## src/rtl/contador_modulo.sv

```systemverilog
// contador_modulo: modulo-N up/down time-unit counter with load, edit mode and chained carry/borrow.
// Optional BCD outputs dezena_o/unidade_o when CONTADOR_BCD_EN is defined.
module contador_modulo #(
  parameter int MODULO = 60,
  parameter int WIDTH  = $clog2(MODULO),
  parameter int START  = 0
) (
  input  logic             clk_i,
  input  logic             rstn_i,
  input  logic             inc_i,
  input  logic             dec_i,
  input  logic             load_i,
  input  logic [WIDTH-1:0] load_val_i,
  input  logic             edit_i,
  output logic [WIDTH-1:0] valor_o,
  output logic             carry_o,
  output logic             borrow_o,
  output logic             editing_o
`ifdef CONTADOR_BCD_EN
  ,
  output logic [3:0]       dezena_o,
  output logic [3:0]       unidade_o
`endif
);
  typedef enum logic {RUN, EDIT} state_t;
  localparam logic [WIDTH-1:0] MAX = WIDTH'(MODULO - 1);
  localparam logic [WIDTH:0]   LIM = (WIDTH + 1)'(MODULO);
  localparam logic [WIDTH-1:0] RST = WIDTH'(START);
  if (MODULO < 2 || MODULO > 2 ** WIDTH || START < 0 || START >= MODULO) begin : g_bad_param
    $error("contador_modulo: invalid MODULO/WIDTH/START");
  end
  state_t           r_state;
  logic [WIDTH-1:0] r_valor;
  logic             r_carry;
  logic             r_borrow;
  logic             w_sat;
  logic             w_up;
  logic             w_dn;
  assign w_sat = {1'b0, load_val_i} >= LIM;
  assign w_up  = inc_i & ~dec_i;
  assign w_dn  = dec_i & ~inc_i;
  // Wrap tests compare against MAX/0 before stepping so MODULO == 2**WIDTH never overflows.
  always_ff @(posedge clk_i or negedge rstn_i) begin
    if (!rstn_i) begin
      r_state  <= RUN;
      r_valor  <= RST;
      r_carry  <= 1'b0;
      r_borrow <= 1'b0;
    end else begin
      r_state  <= edit_i ? EDIT : RUN;
      r_carry  <= 1'b0;
      r_borrow <= 1'b0;
      if (load_i) begin
        r_valor <= w_sat ? MAX : load_val_i;
      end else if (w_up) begin
        r_valor <= (r_valor == MAX) ? '0 : r_valor + WIDTH'(1);
        r_carry <= (r_valor == MAX) && (r_state == RUN);
      end else if (w_dn) begin
        r_valor  <= (r_valor == '0) ? MAX : r_valor - WIDTH'(1);
        r_borrow <= (r_valor == '0) && (r_state == RUN);
      end
    end
  end
  assign valor_o   = r_valor;
  assign carry_o   = r_carry;
  assign borrow_o  = r_borrow;
  assign editing_o = (r_state == EDIT);
`ifdef CONTADOR_BCD_EN
  if (MODULO > 100) begin : g_bad_bcd
    $error("contador_modulo: CONTADOR_BCD_EN requires MODULO <= 100");
  end
  logic [7:0] w_v;
  assign w_v       = 8'(r_valor);
  assign dezena_o  = 4'(w_v / 8'd10);
  assign unidade_o = 4'(w_v % 8'd10);
`endif
endmodule

```

## config.mk

```make
export PLATFORM = sky130hd
export DESIGN_NAME = contador_modulo
export DESIGN_NICKNAME = d
export VERILOG_FILES = /design/src/rtl/contador_modulo.sv
export SDC_FILE = /design/constraint.sdc
export NUM_CORES = 1
export LEC_CHECK = 0
export CAP_MARGIN = 20
export CORE_AREA = 2 2 54 69
export CTS_CLUSTER_DIAMETER = 30
export CTS_CLUSTER_SIZE = 10
export DETAILED_ROUTE_END_ITERATION = 10
export DIE_AREA = 0 0 56 71
export GPL_TIMING_DRIVEN = 0
export MAX_ROUTING_LAYER = met4
export PLACE_DENSITY_LB_ADDON = 0.05
export SLEW_MARGIN = 20
export SYNTH_ARGS = -nofsm -noshare
export SYNTH_HDL_FRONTEND = slang
export SYNTH_SLANG_ARGS = --single-unit
```

## constraint.sdc

```tcl
create_clock -name clk_i -period 4.5 [get_ports clk_i]
set_clock_uncertainty 0.15 [all_clocks]
set_input_delay 0.675 -clock clk_i [delete_from_list [all_inputs] [get_ports clk_i]]
set_output_delay 0.675 -clock clk_i [all_outputs]
set_load 0.01 [all_outputs]
```

==> impl_metrics.tcl <==
set metrics [dict create \
    clock_power_share 0.283 \
    use_met3 0.0293 \
    vias_per_cell 5.12 \
    clkLatencyLatePin_ps 240 \
    place.gp.congestion 0.750 \
    setup_tns_ps 0 \
    finalMaxSlewViolations 0 \
    num_io_pins 21 \
    gr-usage-met2 0.182 \
    power_leakage_nw 0.378 \
    drv_cap 0 \
    cts-buffers-inserted 3 \
    min_period_ps 2310 \
    synth_edf_count 0 \
    port_buffers 18 \
    power_switching_w 0.000118 \
    layout-drive-gt1-share 0.127 \
    routedWlPerCell_um 15.2 \
    grt_overflow 0 \
    route.detailed.drc 0 \
    cts.htree.levels 1 \
    core-area_um2 3360 \
    seq_power_share 0.328 \
    cts_setup_buffers 0 \
    cts_tree "built" \
    synth_ff_type "dfrtp_1" \
    synthDistinctLibCells 36 \
    worst_ep_arrival_time_ps 2270 \
    worstHoldStart "editing_o$_DFF_PN0_" \
    finalSetupViolations 0 \
    required_ps 4460 \
    grt_pass1_wl_um 3680 \
    grt_use_met1 0.153 \
    final_cells 149 \
    combPwrFrac 0.389 \
    grt_pass1_vias 747 \
    die_h_um 71 \
    start_util 0.219 \
    antenna_found_initial 0 \
    syn_nets 103 \
    synthToLayoutAreaGrowth_pct 37.2 \
    hold_viol_final 0 \
    firstDrtPassIters 4 \
    num_vias 763 \
    crit_path_end_kind "register" \
    p_sw_frac 0.353 \
    synth_top_area_cell "dfrtp_1" \
    synth_top_area_share 0.306 \
    routed_wl_um 2260 \
    fillers 358 \
    worst_pin_slew_ps 570 \
    netlist_instances 88 \
    ir_drop_mv 0.141 \
    synthArstFlopShare 1.00 \
    crit_start "dec_i" \
    outcome "completed" \
    finalPower_w 0.000336 \
    power.density_nw_per_um2 333 \
    ys_warn_count 0 \
    dp_hpwl_um 1740 \
    fmax_ghz 0.433 \
    criticalPathCategory "in2reg" \
    timing.final.crit_share 0.513 \
    drt.antenna.violating_nets 0 \
    rsz0062_at_grt "false" \
    num_rows 24 \
    slew_headroom 0.617 \
    ctsHoldBuffers 0 \
    clock_sinks 9 \
    synth_common_cells "dfrtp_1 (9), nand2_1 (8), nor2_1 (6), nand3_1 (5), nor3_1 (5)" \
    hold_class "reg2reg" \
    drtIter0Drc 20 \
    post_cts_resized 0 \
    cts_buffer_depth 2 \
    yosysMostFrequentCell "dfrtp_1" \
    crit_fanout 7 \
    regToRegStartpoint "valor_o[0]$_DFFE_PN0P_" \
    final_util 0.300 \
    cp-start-kind "input port" \
    p_int_w 0.000217 \
    antenna_cells 0 \
    syn-cell-area_um2 736 \
    cts_root_buf "clkbuf_8" \
    busiest_layer "met2" \
    synth_area_per_cell_um2 8.36 \
    ys_ff_latch 9 \
    ys_top_cells_by_area "dfrtp_1 (31%), ha_1 (5.1%), a221oi_2 (4.1%), nand2_1 (4.1%), nor4b_1 (3.6%)" \
    nNetsFinal 126 \
    seq_area_frac_synth 0.306 \
    grt_max_degree 11 \
    post-place-cells 145 \
    clkSlewWorstSetupHoldPaths_ps 40 \
    die_area_um2 3980 \
    die_w_um 56 \
    grtUsageTotal 0.122 \
]
## worst max-delay path, stage by stage
cell             delay [ps]
clkdlybuf4s50_1         620
nor2b_1                 430
nor2_1                  120
a221oi_2                310
a21oi_1                 110
## flip-flops by register name, indices dropped and copies added (netlist names)
name and count:
borrow_o 1, carry_o 1, editing_o 1, valor_o 6
## layout make-up
type | count | area (um^2) | area share
multi-input cells | 70 | 473 | 0.468
flip-flops and latches | 9 | 225 | 0.223
repair buffers | 18 | 180 | 0.178
well taps | 39 | 48.8 | 0.0483
clock buffers | 4 | 45.0 | 0.0446
plain buffers | 5 | 22.5 | 0.0223
inverters | 4 | 15.0 | 0.0149
## layout by cell type, fill, tap and decap left out, types with 2 or more instances in the layout
master           netlist  routed
xnor2_1                3       3
nor4_1                 2       2
o21ai_0                2       2
nor2_1                 6       6
a31oi_1                2       2
clkbuf_1               4       5
xor2_1                 2       2
nand2b_1               3       3
inv_1                  4       4
nor3_1                 5       5
clkbuf_8               0       3
clkdlybuf4s50_1        0      18
o22ai_1                2       2
nor4b_1                3       3
a221oi_2               2       2
nand2_1                8       8
a21oi_1                2       2
nor2b_1                4       4
nand3_1                5       5
dfrtp_1                9       9
ha_1                   3       3
## path summary, 6_finish.rpt
path	endpoint	slack [ps]	cells past startpoint
hold reg to reg	carry_o$_DFF_PN0_	330	1
setup reg to reg	valor_o[4]$_DFFE_PN0P_	2470	7
min in group asynchronous	valor_o[1]$_DFFE_PN0P_	600	1
hold / removal	carry_o$_DFF_PN0_	330	1
max in group asynchronous	valor_o[5]$_DFFE_PN0P_	3300	1
setup / recovery	valor_o[3]$_DFFE_PN0P_	2190	5
## cell families after synthesis
group,synth area share
fa+ha+maj,0.0510
compound gates,0.202
flops,0.306
xor+xnor,0.0595
simple gates,0.330
buf+inv,0.0510
## power groups by stage
stage	registers [W]	logic, W	clock network (W)
detailed placement	0.000112	0.000131	0
floorplan	0.000110	0.0000771	0
global placement	0.000112	0.000132	0
global route	0.000113	0.000145	0.000102
finish	0.000110	0.000131	0.0000951
CTS	0.000110	0.000131	0.0000990
## metrics by stage
| step | setup WS [ps] | hold WS [ps] | area [um^2] |
|---|---|---|---|
| finish | 2190 | 329 | 1010 |
| global route | 2100 | 352 | 1010 |
| CTS | 2230 | 336 | 1010 |
| detailed placement | 2000 | 325 | 965 |
| global placement | 1980 | 324 | 965 |
| floorplan | 2610 | 229 | 736 |
## metal layers
metal / vias to the layer above / share of wire / routed length [um]
met5: - / 0 / 0
met4: 0 / 0.033 / 74
met3: 8 / 0.056 / 126
met2: 38 / 0.49 / 1110
met1: 355 / 0.42 / 957
li1: 362 / - / -
Note: power is estimated with default switching activity, not from simulation.
